`src/rtl/alu_issue_stage_if.sv`:
```
// Bus between ID, the combinational ALU, MEM and the execute-stage front end.
// master = surrounding pipeline / ALU side, slave = alu_issue_stage.
interface alu_issue_stage_if;
    logic        id_valid;
    logic        id_ready;
    logic [31:0] id_pc;
    logic [31:0] id_rs1_data;
    logic [31:0] id_rs2_data;
    logic [31:0] id_imm;
    logic [3:0]  id_alu_op;
    logic        id_a_pc;
    logic        id_b_imm;
    logic [2:0]  id_br_type;
    logic        id_jalr;
    logic [4:0]  id_rd;
    logic        id_wb_en;
    logic [1:0]  fwd_a_sel;
    logic [1:0]  fwd_b_sel;
    logic [31:0] mem_fwd_data;
    logic [31:0] wb_fwd_data;
    logic [31:0] alu_a;
    logic [31:0] alu_b;
    logic [3:0]  alu_op;
    logic [31:0] alu_c;
    logic        alu_f;
    logic        ex_valid;
    logic        mem_ready;
    logic [31:0] ex_result;
    logic [31:0] ex_store_data;
    logic [4:0]  ex_rd;
    logic        ex_wb_en;
    logic        redirect_valid;
    logic [31:0] redirect_pc;

    modport master (
        output id_valid, id_pc, id_rs1_data, id_rs2_data, id_imm, id_alu_op,
        output id_a_pc, id_b_imm, id_br_type, id_jalr, id_rd, id_wb_en,
        input  id_ready,
        output fwd_a_sel, fwd_b_sel, mem_fwd_data, wb_fwd_data,
        input  alu_a, alu_b, alu_op,
        output alu_c, alu_f,
        input  ex_valid, ex_result, ex_store_data, ex_rd, ex_wb_en,
        output mem_ready,
        input  redirect_valid, redirect_pc
    );

    modport slave (
        input  id_valid, id_pc, id_rs1_data, id_rs2_data, id_imm, id_alu_op,
        input  id_a_pc, id_b_imm, id_br_type, id_jalr, id_rd, id_wb_en,
        output id_ready,
        input  fwd_a_sel, fwd_b_sel, mem_fwd_data, wb_fwd_data,
        output alu_a, alu_b, alu_op,
        input  alu_c, alu_f,
        output ex_valid, ex_result, ex_store_data, ex_rd, ex_wb_en,
        input  mem_ready,
        output redirect_valid, redirect_pc
    );
endinterface

```
`src/rtl/alu_issue_stage.sv`:
```
// Execute-stage front end: EX register feeding the ALU, branch resolution, OUT register to MEM.
// Optional feature macro: EX_FORWARD_EN (operand forwarding mux from MEM/WB).
module alu_issue_stage #(
    parameter logic [31:0] RESET_PC = 32'h0000_0000
) (
    input  logic              cpu_clk,
    input  logic              cpu_rst,
    alu_issue_stage_if.slave  bus
);

    // Must match ALU_ADD in defines.vh.
    localparam logic [3:0] ALU_ADD  = 4'd0;
    localparam logic [2:0] BR_BEQ   = 3'd1;
    localparam logic [2:0] BR_BNE   = 3'd2;
    localparam logic [2:0] BR_BLT   = 3'd3;
    localparam logic [2:0] BR_BGE   = 3'd4;
    localparam logic [2:0] BR_BLTU  = 3'd5;
    localparam logic [2:0] BR_BGEU  = 3'd6;
    localparam logic [2:0] BR_JUMP  = 3'd7;

    logic        v_ex;
    logic [31:0] pc_p0;
    logic [31:0] rs1_p0;
    logic [31:0] rs2_p0;
    logic [31:0] imm_p0;
    logic [3:0]  op_p0;
    logic        a_pc_p0;
    logic        b_imm_p0;
    logic [2:0]  br_p0;
    logic        jalr_p0;
    logic [4:0]  rd_p0;
    logic        wb_en_p0;

    logic        ex_valid_p1;
    logic [31:0] ex_result_p1;
    logic [31:0] ex_store_data_p1;
    logic [4:0]  ex_rd_p1;
    logic        ex_wb_en_p1;
    logic        redirect_valid_p1;
    logic [31:0] redirect_pc_p1;

    logic        out_free;
    logic        id_ready;
    logic        xfer;
    logic        taken;
    logic        flush;
    logic        load;
    logic [31:0] fwd_rs1;
    logic [31:0] fwd_rs2;
    logic [31:0] target;
    logic [31:0] result;
    logic [31:0] alu_a_c;
    logic [31:0] alu_b_c;
    logic [3:0]  alu_op_c;

    function automatic logic branch_taken(input logic [2:0] br, input logic f);
        case (br)
            BR_BEQ, BR_BLT, BR_BLTU: return f;
            BR_BNE, BR_BGE, BR_BGEU: return !f;
            BR_JUMP:                 return 1'b1;
            default:                 return 1'b0;
        endcase
    endfunction

    function automatic logic [31:0] fwd_mux(input logic [1:0] sel, input logic [31:0] reg_val,
                                            input logic [31:0] mem_val, input logic [31:0] wb_val);
        case (sel)
            2'd1:    return mem_val;
            2'd2:    return wb_val;
            default: return reg_val;
        endcase
    endfunction

    assign out_free = !ex_valid_p1 || bus.mem_ready;
    assign id_ready = !v_ex || out_free;
    assign xfer     = v_ex && out_free;
    assign taken    = v_ex && branch_taken(br_p0, bus.alu_f);
    // Wrong-path instructions are accepted (handshake completes) but never enter EX.
    assign flush    = (xfer && taken) || redirect_valid_p1;
    assign load     = bus.id_valid && id_ready && !flush;

`ifdef EX_FORWARD_EN
    assign fwd_rs1 = fwd_mux(bus.fwd_a_sel, rs1_p0, bus.mem_fwd_data, bus.wb_fwd_data);
    assign fwd_rs2 = fwd_mux(bus.fwd_b_sel, rs2_p0, bus.mem_fwd_data, bus.wb_fwd_data);
`else
    logic unused_fwd;
    assign fwd_rs1    = rs1_p0;
    assign fwd_rs2    = rs2_p0;
    assign unused_fwd = ^{bus.fwd_a_sel, bus.fwd_b_sel, bus.mem_fwd_data, bus.wb_fwd_data};
`endif

    always_comb begin
        alu_a_c  = '0;
        alu_b_c  = '0;
        alu_op_c = ALU_ADD;
        if (v_ex) begin
            alu_a_c  = a_pc_p0 ? pc_p0 : fwd_rs1;
            alu_b_c  = b_imm_p0 ? imm_p0 : fwd_rs2;
            alu_op_c = op_p0;
        end
    end

    assign target = (br_p0 == BR_JUMP && jalr_p0) ? ((fwd_rs1 + imm_p0) & 32'hFFFF_FFFE)
                                                  : (pc_p0 + imm_p0);
    assign result = (br_p0 == BR_JUMP) ? (pc_p0 + 32'd4) : bus.alu_c;

    // ---- ID -> EX boundary (p0) ----
    always_ff @(posedge cpu_clk) begin
        if (load) begin
            pc_p0    <= bus.id_pc;
            rs1_p0   <= bus.id_rs1_data;
            rs2_p0   <= bus.id_rs2_data;
            imm_p0   <= bus.id_imm;
            op_p0    <= bus.id_alu_op;
            a_pc_p0  <= bus.id_a_pc;
            b_imm_p0 <= bus.id_b_imm;
            br_p0    <= bus.id_br_type;
            jalr_p0  <= bus.id_jalr;
            rd_p0    <= bus.id_rd;
            wb_en_p0 <= bus.id_wb_en;
        end
    end

    // ---- EX -> OUT boundary (p1) ----
    always_ff @(posedge cpu_clk) begin
        if (cpu_rst) begin
            v_ex              <= 1'b0;
            ex_valid_p1       <= 1'b0;
            ex_result_p1      <= '0;
            ex_store_data_p1  <= '0;
            ex_rd_p1          <= '0;
            ex_wb_en_p1       <= 1'b0;
            redirect_valid_p1 <= 1'b0;
            redirect_pc_p1    <= RESET_PC;
        end else begin
            redirect_valid_p1 <= xfer && taken;
            if (xfer && taken) begin
                redirect_pc_p1 <= target;
            end
            if (load) begin
                v_ex <= 1'b1;
            end else if (xfer) begin
                v_ex <= 1'b0;
            end
            if (xfer) begin
                ex_valid_p1      <= 1'b1;
                ex_result_p1     <= result;
                ex_store_data_p1 <= fwd_rs2;
                ex_rd_p1         <= rd_p0;
                ex_wb_en_p1      <= wb_en_p0;
            end else if (bus.mem_ready) begin
                ex_valid_p1 <= 1'b0;
            end
        end
    end

    assign bus.id_ready       = id_ready;
    assign bus.alu_a          = alu_a_c;
    assign bus.alu_b          = alu_b_c;
    assign bus.alu_op         = alu_op_c;
    assign bus.ex_valid       = ex_valid_p1;
    assign bus.ex_result      = ex_result_p1;
    assign bus.ex_store_data  = ex_store_data_p1;
    assign bus.ex_rd          = ex_rd_p1;
    assign bus.ex_wb_en       = ex_wb_en_p1;
    assign bus.redirect_valid = redirect_valid_p1;
    assign bus.redirect_pc    = redirect_pc_p1;

endmodule

```
`src/flat_wrapper.sv`:
```
// flat-port wrapper written by rule: the top's interface ports become plain ports
module alu_issue_stage_flat 
#(
    parameter logic [31:0] RESET_PC = 32'h0000_0000
)
  (cpu_clk, cpu_rst, bus_id_valid, bus_id_pc, bus_id_rs1_data, bus_id_rs2_data, bus_id_imm, bus_id_alu_op, bus_id_a_pc, bus_id_b_imm, bus_id_br_type, bus_id_jalr, bus_id_rd, bus_id_wb_en, bus_id_ready, bus_fwd_a_sel, bus_fwd_b_sel, bus_mem_fwd_data, bus_wb_fwd_data, bus_alu_a, bus_alu_b, bus_alu_op, bus_alu_c, bus_alu_f, bus_ex_valid, bus_ex_result, bus_ex_store_data, bus_ex_rd, bus_ex_wb_en, bus_mem_ready, bus_redirect_valid, bus_redirect_pc);
  alu_issue_stage_if bus_i ();
  input  logic cpu_clk;
  input  logic cpu_rst;
  input wire logic [$bits(bus_i.id_valid)-1:0] bus_id_valid;
  input wire logic [$bits(bus_i.id_pc)-1:0] bus_id_pc;
  input wire logic [$bits(bus_i.id_rs1_data)-1:0] bus_id_rs1_data;
  input wire logic [$bits(bus_i.id_rs2_data)-1:0] bus_id_rs2_data;
  input wire logic [$bits(bus_i.id_imm)-1:0] bus_id_imm;
  input wire logic [$bits(bus_i.id_alu_op)-1:0] bus_id_alu_op;
  input wire logic [$bits(bus_i.id_a_pc)-1:0] bus_id_a_pc;
  input wire logic [$bits(bus_i.id_b_imm)-1:0] bus_id_b_imm;
  input wire logic [$bits(bus_i.id_br_type)-1:0] bus_id_br_type;
  input wire logic [$bits(bus_i.id_jalr)-1:0] bus_id_jalr;
  input wire logic [$bits(bus_i.id_rd)-1:0] bus_id_rd;
  input wire logic [$bits(bus_i.id_wb_en)-1:0] bus_id_wb_en;
  output wire logic [$bits(bus_i.id_ready)-1:0] bus_id_ready;
  input wire logic [$bits(bus_i.fwd_a_sel)-1:0] bus_fwd_a_sel;
  input wire logic [$bits(bus_i.fwd_b_sel)-1:0] bus_fwd_b_sel;
  input wire logic [$bits(bus_i.mem_fwd_data)-1:0] bus_mem_fwd_data;
  input wire logic [$bits(bus_i.wb_fwd_data)-1:0] bus_wb_fwd_data;
  output wire logic [$bits(bus_i.alu_a)-1:0] bus_alu_a;
  output wire logic [$bits(bus_i.alu_b)-1:0] bus_alu_b;
  output wire logic [$bits(bus_i.alu_op)-1:0] bus_alu_op;
  input wire logic [$bits(bus_i.alu_c)-1:0] bus_alu_c;
  input wire logic [$bits(bus_i.alu_f)-1:0] bus_alu_f;
  output wire logic [$bits(bus_i.ex_valid)-1:0] bus_ex_valid;
  output wire logic [$bits(bus_i.ex_result)-1:0] bus_ex_result;
  output wire logic [$bits(bus_i.ex_store_data)-1:0] bus_ex_store_data;
  output wire logic [$bits(bus_i.ex_rd)-1:0] bus_ex_rd;
  output wire logic [$bits(bus_i.ex_wb_en)-1:0] bus_ex_wb_en;
  input wire logic [$bits(bus_i.mem_ready)-1:0] bus_mem_ready;
  output wire logic [$bits(bus_i.redirect_valid)-1:0] bus_redirect_valid;
  output wire logic [$bits(bus_i.redirect_pc)-1:0] bus_redirect_pc;
  assign bus_i.id_valid = bus_id_valid;
  assign bus_i.id_pc = bus_id_pc;
  assign bus_i.id_rs1_data = bus_id_rs1_data;
  assign bus_i.id_rs2_data = bus_id_rs2_data;
  assign bus_i.id_imm = bus_id_imm;
  assign bus_i.id_alu_op = bus_id_alu_op;
  assign bus_i.id_a_pc = bus_id_a_pc;
  assign bus_i.id_b_imm = bus_id_b_imm;
  assign bus_i.id_br_type = bus_id_br_type;
  assign bus_i.id_jalr = bus_id_jalr;
  assign bus_i.id_rd = bus_id_rd;
  assign bus_i.id_wb_en = bus_id_wb_en;
  assign bus_id_ready = bus_i.id_ready;
  assign bus_i.fwd_a_sel = bus_fwd_a_sel;
  assign bus_i.fwd_b_sel = bus_fwd_b_sel;
  assign bus_i.mem_fwd_data = bus_mem_fwd_data;
  assign bus_i.wb_fwd_data = bus_wb_fwd_data;
  assign bus_alu_a = bus_i.alu_a;
  assign bus_alu_b = bus_i.alu_b;
  assign bus_alu_op = bus_i.alu_op;
  assign bus_i.alu_c = bus_alu_c;
  assign bus_i.alu_f = bus_alu_f;
  assign bus_ex_valid = bus_i.ex_valid;
  assign bus_ex_result = bus_i.ex_result;
  assign bus_ex_store_data = bus_i.ex_store_data;
  assign bus_ex_rd = bus_i.ex_rd;
  assign bus_ex_wb_en = bus_i.ex_wb_en;
  assign bus_i.mem_ready = bus_mem_ready;
  assign bus_redirect_valid = bus_i.redirect_valid;
  assign bus_redirect_pc = bus_i.redirect_pc;
  alu_issue_stage #(.RESET_PC(RESET_PC)) u_core (.cpu_clk(cpu_clk), .cpu_rst(cpu_rst), .bus(bus_i));
endmodule
```
`config.mk`:
```
export PLATFORM = sky130hd
export DESIGN_NAME = alu_issue_stage_flat
export DESIGN_NICKNAME = d
export VERILOG_FILES = /design/src/rtl/alu_issue_stage_if.sv /design/src/rtl/alu_issue_stage.sv /design/src/flat_wrapper.sv
export SDC_FILE = /design/constraint.sdc
export NUM_CORES = 1
export LEC_CHECK = 0
export CAP_MARGIN = 15
export CORE_MARGIN = 4
export CORE_UTILIZATION = 25
export DETAILED_ROUTE_END_ITERATION = 16
export MAX_ROUTING_LAYER = met4
export PLACE_DENSITY = 0.58
export SYNTH_ARGS = -nofsm -noshare
export SYNTH_HDL_FRONTEND = slang
export SYNTH_SLANG_ARGS = --single-unit
```
`constraint.sdc`:
```
create_clock -name cpu_clk -period 13.7 [get_ports cpu_clk]
set_input_delay 2.055 -clock cpu_clk [delete_from_list [all_inputs] [get_ports cpu_clk]]
set_output_delay 2.055 -clock cpu_clk [all_outputs]
set_load 0.02 [all_outputs]
```
### After elaboration in Yosys (flattened, before gate mapping)

Index checks and enable logic that the tools add are counted.

* latch bits: 0
* ROM bits: 0
* memories: 0
* register bits after elaboration: 249
* memory bits (writable): 0
* input bits: 249

* div/mod/pow operators: 0
* magnitude comparators: 0
* add/sub/neg operators: 3
* reduce and logical (&&, ||, !) cells: 17
* bitwise operators: 0
* equal/unequal tests: 7
* mux-type cells: 12
* multipliers: 0
* shifts and indexed selects: 0

Operator list (count)
* two-way mux 32 bit: 6
* adder 32 bit: 2
* adder 32 x 3 -> 32 bit (second input constant): 1
* == test 3 bit (second input constant): 4
* == test 3 x 2 -> 1 bit (second input constant): 2
* logical AND 1 bit: 6
* OR reduction 3 bit: 2
* logical NOT 1 bit: 4
* two-way mux 1 bit: 4
* two-way mux 4 bit: 1
* nonzero test 2 bit: 2
* == test 3 x 1 -> 1 bit (second input constant): 1
* logical OR 1 bit: 3
* case mux 1 bit (3 select lines): 1

### Logic depth before layout (Yosys ltp)

Gate-level depths: netlist of run 1.

* word-level depth: 9
* depth in mapped cells: 11
* mapped depth without buffers: 11

### Worst setup path before layout of run 1

No wires, ideal clock.

* path type: in2reg
* start point: in bus_mem_ready
* end point: reg u_core.a_pc_p0 (enable)
* slack: 7300 ps
* data required time: 13204 ps
* path buffers: 2
* arrival time: 5904 ps
* cell stages on the path: 8
* path through: nor2b_1 > nand2b_1 > clkbuf_1 > a31oi_1 > o21ai_0 > clkbuf_1 > nand4b_1 > inv_1

* word-level cells in the longest chain between the ends: 6

Ends and longest elaborated chain
* start: declaration: RTL line flat_wrapper.sv:37 `input wire logic [$bits(bus_i.mem_ready)-1:0] bus_mem_ready;`
* logical OR 1 bit *: RTL line alu_issue_stage.sv:74 `assign out_free = !ex_valid_p1 || bus.mem_ready;`
* logical AND 1 bit: RTL line alu_issue_stage.sv:76 `assign xfer = v_ex && out_free;`
* logical AND 1 bit: RTL line alu_issue_stage.sv:79 `assign flush = (xfer && taken) || redirect_valid_p1;`
* logical OR 1 bit: RTL line alu_issue_stage.sv:79
* logical NOT 1 bit: RTL line alu_issue_stage.sv:80 `assign load = bus.id_valid && id_ready && !flush;`
* logical AND 1 bit *: RTL line alu_issue_stage.sv:80
* net u_core.load: RTL line alu_issue_stage.sv:47 `logic load;`
* end signal: assignment: RTL line alu_issue_stage.sv:115 `a_pc_p0 <= bus.id_a_pc;`
* end: declaration: RTL line alu_issue_stage.sv:27 `logic a_pc_p0;`

Mark *: on every way through the listed nets, which the timed path passes. The rest lies on a longest branch.
A chain may end at the register's enable or synchronous reset.

### Worst setup path in the final report of run 1

* start point: in bus_mem_ready
* end point: out bus_id_ready

* word-level cells in the longest chain between the ends: 2

Ends and longest elaborated chain
* logical OR 1 bit: RTL line alu_issue_stage.sv:74
* logical OR 1 bit: RTL line alu_issue_stage.sv:75 `assign id_ready = !v_ex || out_free;`
* end: declaration: RTL line flat_wrapper.sv:22 `output wire logic [$bits(bus_i.id_ready)-1:0] bus_id_ready;`

Every way passes these cells.

==> results_tabular.tex, run 1 <==
\begin{tabular}{lr}
\hline
Metric & Value \\
\hline
\multicolumn{2}{l}{\textbf{Outcome}} \\
\quad Result of the run & complete, no violations \\
\multicolumn{2}{l}{\textbf{Global routing}} \\
\quad Global routing usage summed across all routing layers & between 10\% and 20\% \\
\quad Vias in the first global route & 11420 \\
\quad GRT overflow & 0 \\
\quad Maximum number of pins on one net before global-route repair & 81 \\
\quad Number of antenna violations at the first check in global routing & 1 \\
\quad First-pass GRT wire length & 73.40 mm \\
\multicolumn{2}{l}{\textbf{Drt}} \\
\quad Detailed-routed wire length on met3 & 3.296 mm \\
\quad DR WL met2 & 24.31 mm \\
\quad Mean routed wirelength per cell & approximately 21 um \\
\quad Highest metal layer used by the detailed router & met4 \\
\quad Total wire length after detailed routing & roughly 51 mm \\
\quad Ratio of routed vias to standard cells & just under 5 \\
\quad Routed vias & roughly 11000 \\
\quad Router iterations before antenna repair & 5 \\
\quad Routed metal-1 wire length & approximately 22 mm \\
\quad Post-detailed-route count of antenna-violating nets & 0 \\
\quad Iteration-0 DRC count of the detailed router & between 700 and 800 \\
\quad DRC & 0 \\
\multicolumn{2}{l}{\textbf{Worst setup path}} \\
\quad Critical path data required time & $\sim$12000 ps \\
\quad Worst Reg-to-Reg Cells & 9 \\
\quad R2R setup slack & just under 10000 ps \\
\quad Worst setup path class & input port to primary output \\
\quad Launch point of the critical path & bus\_mem\_ready \\
\quad Critical Path End Type & primary output \\
\quad Signal arrival time at the worst endpoint & 3520 ps \\
\quad Reg-to-reg critical path endpoint & u\_core.bus.redirect\_pc[31] \\
\quad Setup crit start kind & input port \\
\quad R2R Path Start & u\_core.v\_ex \\
\quad CP Max Fanout & 4 \\
\multicolumn{2}{l}{\textbf{Timing}} \\
\quad Post-route clock period utilization & between 40\% and 50\% \\
\quad Setup violators final & 0 \\
\quad Max Freq & approximately 180 MHz \\
\quad Worst Tran Pin Value & 910.0 ps \\
\quad Endpoints failing hold & 0 \\
\quad Worst clock skew & approximately 14 ps \\
\quad Worst max-slew margin expressed relative to the limit & 39.33\% \\
\quad Setup repair after global routing missed its margin & false \\
\quad Min Hold Slack & between 400 and 500 ps \\
\quad Setup TNS after final layout & 0 ps \\
\quad Post-layout min period & between 5000 and 6000 ps \\
\quad Max-slew violation count & 0 \\
\multicolumn{2}{l}{\textbf{Logic synthesis}} \\
\quad Share of synthesized cell area in and, or, nand and nor gates & about 16\% \\
\quad Post-synth design cell area & between 10000 and 15000 um\^{}2 \\
\quad Post-synth top area cell & sky130\_fd\_sc\_hd\_\_edfxtp\_1 \\
\quad Average size of a mapped cell & a little under 10 um\^{}2 \\
\quad Synthesis-stage register bit count & 249 \\
\quad Total nets after synthesis & 1659 \\
\quad Adder-cell share of the synthesized area & slightly above 6\% \\
\quad Main combinational cell family by area after synthesis & compound AO/OA/AOI/OAI gates \\
\quad Fraction of synthesis flops using an asynchronous set or reset pin & 0\% \\
\quad Mux share of post-synthesis cell area & about 5.1\% \\
\quad Warnings from Yosys & 0 \\
\quad Xor and xnor area share after synthesis & under 10\% \\
\quad Post-synthesis compound-gate area fraction & 16.33\% \\
\quad Area share of the leading cell type in the synthesized netlist & about 33\% \\
\quad Number of flops mapped to enable cells by yosys & roughly 140 \\
\quad Gate Count Post-Synth & about 1300 \\
\quad Dominant synthesized flop cell & sky130\_fd\_sc\_hd\_\_edfxtp\_1 \\
\quad Sequential area share after synthesis & 48.52\% \\
\quad Number of unique standard cell types used by synthesis & 58 \\
\quad Largest cells by area after synthesis & sky130\_fd\_sc\_hd\_\_edfxtp\_1, sky130\_fd\_sc\_hd\_\_dfxtp\_1, sky130\_fd\_sc\_hd\_\_ha\_1 \\
\multicolumn{2}{l}{\textbf{Min path}} \\
\quad Hold path endpoint & u\_core.bus.redirect\_pc[8] \\
\quad Worst hold path stage count & 2 \\
\quad Worst hold start & u\_core.bus.redirect\_pc[8] \\
\quad Hold WC Path Type & flop to flop \\
\multicolumn{2}{l}{\textbf{Placed design}} \\
\quad Count of buffers from port buffering & 353 \\
\quad Weighted congestion at the end of routability-driven global placement & 0.8798 \\
\quad HPWL reported at the end of detailed placement & around 38 mm \\
\multicolumn{2}{l}{\textbf{Final layout}} \\
\quad Synthesis-to-layout area growth & 40.10\% \\
\quad Nets & 1987 \\
\quad Leading cell types in the layout, fill and taps excluded & sky130\_fd\_sc\_hd\_\_clkdlybuf4s50\_1, sky130\_fd\_sc\_hd\_\_nand2\_1, sky130\_fd\_sc\_hd\_\_edfxtp\_1 \\
\quad FILL cells & $\sim$5300 \\
\quad Total area of sequential cells & approximately 6400 um\^{}2 \\
\quad Multi-input gate area in the final layout & roughly 6500 um\^{}2 \\
\quad Share of the core filled with cells & roughly a third \\
\quad Most common cell after layout, fill and taps aside & sky130\_fd\_sc\_hd\_\_clkdlybuf4s50\_1 \\
\quad Ratio of cells with drive above 1 in the final layout & under 10\% \\
\multicolumn{2}{l}{\textbf{Clock tree}} \\
\quad Clock slew at the register clock pins of the worst setup and hold paths & 60 ps \\
\quad Number of buffers created by CTS & 30 \\
\quad CTS Buffer Depth & 3 \\
\quad Htree depth & 1 \\
\quad Post-CTS setup buffer count & 0 \\
\quad Number of buffers added to fix hold violations after cts & 0 \\
\quad Total of cells resized after clock tree synthesis & 0 \\
\quad TritonCTS clock tree & yes \\
\quad CTS Sinks & about 250 \\
\quad Buffer type at the clock tree root & sky130\_fd\_sc\_hd\_\_clkbuf\_16 \\
\quad Worst skew pair latency & 580 ps \\
\multicolumn{2}{l}{\textbf{Run}} \\
\quad Count of maximum capacitance violations & 0 \\
\multicolumn{2}{l}{\textbf{Die}} \\
\quad Number of standard-cell rows in the floorplan & 84 \\
\quad Initial Utilization & roughly a quarter \\
\quad Width of the chip & 238.2 um \\
\quad Ports & 422 \\
\quad Die ar. & approximately 57000 um\^{}2 \\
\quad Overall die height & approximately 240 um \\
\quad Area of the core & 52550 um\^{}2 \\
\multicolumn{2}{l}{\textbf{Power}} \\
\quad Worst IR Drop VDD & around 0.000096 V \\
\quad Pwr/cell area & around 120 nW/um\^{}2 \\
\quad Post-route total power & approximately 2.3 mW \\
\quad Total leakage power & 6.760 nW \\
\hline
\end{tabular}
## area by class of cell
class                      count  area share (%)
tap                          688           4.639
timing repair buffer         365           19.51
clock inverter                 7          0.7417
clock buffer                  48           4.963
inverter                      20          0.4315
sequential                   249           34.64
antenna                        2         0.02697
multi-input combinational   1008           35.05
## per-layer routing
metal,global-route usage (%),vias to the layer above
li1,-,5548
met1,22.07,5547
met2,28.79,308
met3,4.288,58
met4,3.395,0
met5,-,-
## worst max-delay path by stage
stage | endpoint | cells past startpoint
after global routing | bus_id_ready | 4
after detailed placement | u_core.a_pc_p0 | 8
after global placement | u_core.a_pc_p0 | 8
final | bus_id_ready | 4
after CTS | bus_id_ready | 4
after floorplan | u_core.a_pc_p0 | 8
## cells by family (layout without fill, tap and decap cells)
logic type | Yosys count | in the layout
other cells | 0 | 2
xor+xnor | 80 | 80
simple gates | 457 | 457
buf+inv | 89 | 440
compound gates | 340 | 340
mux | 67 | 67
fa+ha+maj | 64 | 64
flops | 249 | 249
## power breakdown
group	leakage (nW)	switching, mW	total (mW)	internal, mW
registers	2.25	0.0488	0.901	0.852
clock network	0.514	0.326	0.857	0.531
logic	4.00	0.285	0.513	0.228
## critical path, cell delays in order
cell                              delay [ps]
sky130_fd_sc_hd__clkdlybuf4s50_1         400
sky130_fd_sc_hd__nor2b_1                 320
sky130_fd_sc_hd__nand2_1                 160
sky130_fd_sc_hd__clkdlybuf4s50_1         590
## stage by stage
stage                     setup WS (ps)  instance area [um^2]  std cells
after floorplan                    7300                 13250       1346
after global placement             7907                 17490       2330
after detailed placement           7873                 17490       2330
after CTS                          8111                 18550       2385
after global routing               8034                 18550       2386
final                              8121                 18560       2387
## flip-flops by register name (all words and copies together) (netlist names), 3 cells and up
register                  flops
u_core.bus.ex_result         32
u_core.bus.ex_store_data     32
u_core.bus.redirect_pc       32
u_core.fwd_rs1               32
u_core.fwd_rs2               32
u_core.imm_p0                32
u_core.pc_p0                 32
u_core.bus.ex_rd              5
u_core.rd_p0                  5
u_core.op_p0                  4
u_core.br_p0                  3
## synthesized netlist by cell type, drive strengths merged (8+ instances only)
cell type,instances
a211oi,38
a21o,21
a21oi,138
a311oi,13
and2,13
and3,16
buf,15
clkbuf,54
dfxtp,105
edfxtp,144
ha,62
inv,20
mux2i,67
nand2,147
nand3,32
nand4,8
nor2,123
nor2b,69
nor3,22
o211ai,16
o21a,11
o21ai,46
o21bai,9
or3,8
xnor2,52
xor2,28
(Power assumes the default switching activity.)
==> run 2, diff against run 1 <==
==> constraint.sdc (replaced) <==
create_clock -name cpu_clk -period 5.7 [get_ports cpu_clk]
set_input_delay 0.855 -clock cpu_clk [delete_from_list [all_inputs] [get_ports cpu_clk]]
set_output_delay 0.855 -clock cpu_clk [all_outputs]
set_load 0.02 [all_outputs]
==> results_tabular.tex, run 2 (synthesis gave the netlist of run 1 again) <==
\begin{tabular}{lr}
\hline
Metric & Value \\
\hline
\multicolumn{2}{l}{\textbf{Worst setup path}} \\
\quad Reg-to-reg critical path endpoint & u\_core.bus.redirect\_pc[31] \\
\quad Critical path data required time & just under 5000 ps \\
\quad Launch point of the critical path & u\_core.a\_pc\_p0 \\
\quad Signal arrival time at the worst endpoint & between 3000 and 4000 ps \\
\quad Critical Path End Type & primary output \\
\quad Worst setup path class & flop to primary output \\
\quad CP Max Fanout & 17 \\
\quad R2R setup slack & a little over 2000 ps \\
\quad R2R Path Start & u\_core.pc\_p0[2] \\
\quad Worst Reg-to-Reg Cells & 10 \\
\quad Termination of the worst setup path & bus\_alu\_a[2] \\
\quad Setup crit start kind & flop \\
\multicolumn{2}{l}{\textbf{Timing}} \\
\quad Max-slew violation count & 0 \\
\quad Worst Tran Pin Value & 1125 ps \\
\quad Setup repair after global routing missed its margin & false \\
\quad Max Freq & roughly 250 MHz \\
\quad Setup violators final & 0 \\
\quad Worst clock skew & just under 20 ps \\
\quad Endpoints failing hold & 0 \\
\quad Post-route clock period utilization & a little over two thirds \\
\quad Worst max-slew margin expressed relative to the limit & about a quarter \\
\quad Post-layout min period & between 3000 and 4000 ps \\
\quad Setup TNS after final layout & 0 ps \\
\multicolumn{2}{l}{\textbf{Global routing}} \\
\quad Global routing usage summed across all routing layers & around 18\% \\
\quad GRT overflow & 0 \\
\quad Number of antenna violations at the first check in global routing & 1 \\
\quad Vias in the first global route & roughly 11000 \\
\quad Maximum number of pins on one net before global-route repair & 79 \\
\quad First-pass GRT wire length & roughly 74 mm \\
\multicolumn{2}{l}{\textbf{Placed design}} \\
\quad HPWL reported at the end of detailed placement & between 30 and 40 mm \\
\quad Weighted congestion at the end of routability-driven global placement & about 0.86 \\
\quad Count of buffers from port buffering & roughly 350 \\
\multicolumn{2}{l}{\textbf{Drt}} \\
\quad Iteration-0 DRC count of the detailed router & about 770 \\
\quad Total wire length after detailed routing & approximately 51 mm \\
\quad Routed metal-1 wire length & between 20 and 25 mm \\
\quad Mean routed wirelength per cell & about 21 um \\
\quad DRC & 0 \\
\quad Routed vias & about 11000 \\
\quad Highest metal layer used by the detailed router & met4 \\
\quad Post-detailed-route count of antenna-violating nets & 0 \\
\quad DR WL met2 & between 20 and 25 mm \\
\quad Detailed-routed wire length on met3 & 3.264 mm \\
\quad Ratio of routed vias to standard cells & 4.802 \\
\quad Router iterations before antenna repair & 5 \\
\multicolumn{2}{l}{\textbf{Die}} \\
\quad Ports & between 400 and 500 \\
\quad Width of the chip & approximately 240 um \\
\quad Initial Utilization & approximately a quarter \\
\quad Overall die height & about 240 um \\
\quad Number of standard-cell rows in the floorplan & 84 \\
\quad Area of the core & about 53000 um\^{}2 \\
\quad Die ar. & $\sim$57000 um\^{}2 \\
\multicolumn{2}{l}{\textbf{Clock tree}} \\
\quad Clock slew at the register clock pins of the worst setup and hold paths & about 60 ps \\
\quad Worst skew pair latency & 580 ps \\
\quad Htree depth & 1 \\
\quad CTS Buffer Depth & 3 \\
\quad Post-CTS setup buffer count & 0 \\
\quad Number of buffers added to fix hold violations after cts & 0 \\
\quad Buffer type at the clock tree root & sky130\_fd\_sc\_hd\_\_clkbuf\_16 \\
\quad Total of cells resized after clock tree synthesis & 0 \\
\quad TritonCTS clock tree & yes \\
\quad Number of buffers created by CTS & 31 \\
\quad CTS Sinks & approximately 250 \\
\multicolumn{2}{l}{\textbf{Final layout}} \\
\quad Nets & 1990 \\
\quad Synthesis-to-layout area growth & 40.24\% \\
\quad Total area of sequential cells & between 6000 and 7000 um\^{}2 \\
\quad FILL cells & about 5400 \\
\quad Ratio of cells with drive above 1 in the final layout & slightly below 5\% \\
\quad Most common cell after layout, fill and taps aside & sky130\_fd\_sc\_hd\_\_clkdlybuf4s50\_1 \\
\quad Share of the core filled with cells & 35.35\% \\
\quad Leading cell types in the layout, fill and taps excluded & sky130\_fd\_sc\_hd\_\_clkdlybuf4s50\_1, sky130\_fd\_sc\_hd\_\_nand2\_1, sky130\_fd\_sc\_hd\_\_edfxtp\_1 \\
\quad Multi-input gate area in the final layout & around 6500 um\^{}2 \\
\multicolumn{2}{l}{\textbf{Run}} \\
\quad Count of maximum capacitance violations & 0 \\
\multicolumn{2}{l}{\textbf{Power}} \\
\quad Worst IR Drop VDD & $\sim$0.00024 V \\
\quad Total leakage power & 6.774 nW \\
\quad Pwr/cell area & roughly 290 nW/um\^{}2 \\
\multicolumn{2}{l}{\textbf{Min path}} \\
\quad Hold WC Path Type & flop to flop \\
\multicolumn{2}{l}{\textbf{Outcome}} \\
\quad Result of the run & complete, no violations \\
\hline
\end{tabular}
==> run 2: changes by cell type in the layout (fill, tap and decap cells not counted), sizes merged <==
cell,previous run,this run
clkbuf,48,38
clkinv,2,8
inv,20,25
buf,13,15
clkinvlp,1,2
diode,2,1
==> run 2: critical path: stages, from the launching register on <==
cell	delay (ps)
sky130_fd_sc_hd__edfxtp_1	1090
sky130_fd_sc_hd__buf_4	490
sky130_fd_sc_hd__mux2i_1	130
sky130_fd_sc_hd__nor2b_1	150
sky130_fd_sc_hd__clkdlybuf4s50_1	650
==> run 2: metrics by stage <==
stage,power [mW],worst slack (ps),instance area [um^2],hold WS [ps],std cells
floorplan,2.895,500.1,13250,471.3,1346
global placement,3.436,1998,17530,442.6,2332
detailed placement,3.443,1992,17530,445.7,2332
CTS,5.525,1513,18570,454.2,2389
global route,5.704,1464,18580,468.9,2390
finish,5.445,1737,18580,453.0,2390
==> run 2: worst min path at each step <==
stage,cells after the start,end,startpoint,slack [ps]
2_1_floorplan,2,u_core.bus.ex_rd[0],u_core.rd_p0[0],470
5_1_grt,2,u_core.bus.redirect_pc[13],u_core.bus.redirect_pc[13],470
4_1_cts,2,u_core.bus.redirect_pc[8],u_core.bus.redirect_pc[8],450
6_report,2,u_core.bus.ex_store_data[24],u_core.bus.ex_store_data[24],450
3_5_place_dp,2,u_core.bus.redirect_pc[8],u_core.bus.redirect_pc[8],450
3_3_place_gp,2,u_core.bus.ex_rd[1],u_core.bus.ex_rd[1],440
==> run 2: area by class of cell <==
type / count / area share [%]
Multi-Input combinational cell: 1008 / 35.01
Sequential cell: 249 / 34.60
Timing Repair Buffer: 367 / 19.71
Tap cell: 688 / 4.634
Clock buffer: 38 / 4.425
Clock inverter: 19 / 1.172
Inverter: 20 / 0.4311
Antenna cell: 1 / 0.01347
==> run 2: layer usage <==
| metal | track usage [%] | vias up |
|---|---|---|
| li1 | - | 5559 |
| met1 | 22.22 | 5532 |
| met2 | 29.04 | 328 |
| met3 | 4.230 | 58 |
| met4 | 4.011 | 0 |
| met5 | - | - |
==> run 2: power by group <==
part / total (mW) / internal [mW] / switching, mW
registers: 2.17 / 2.05 / 0.125
logic: 1.23 / 0.554 / 0.680
clock network: 2.04 / 1.21 / 0.830
total: 5.45 / 3.81 / 1.64
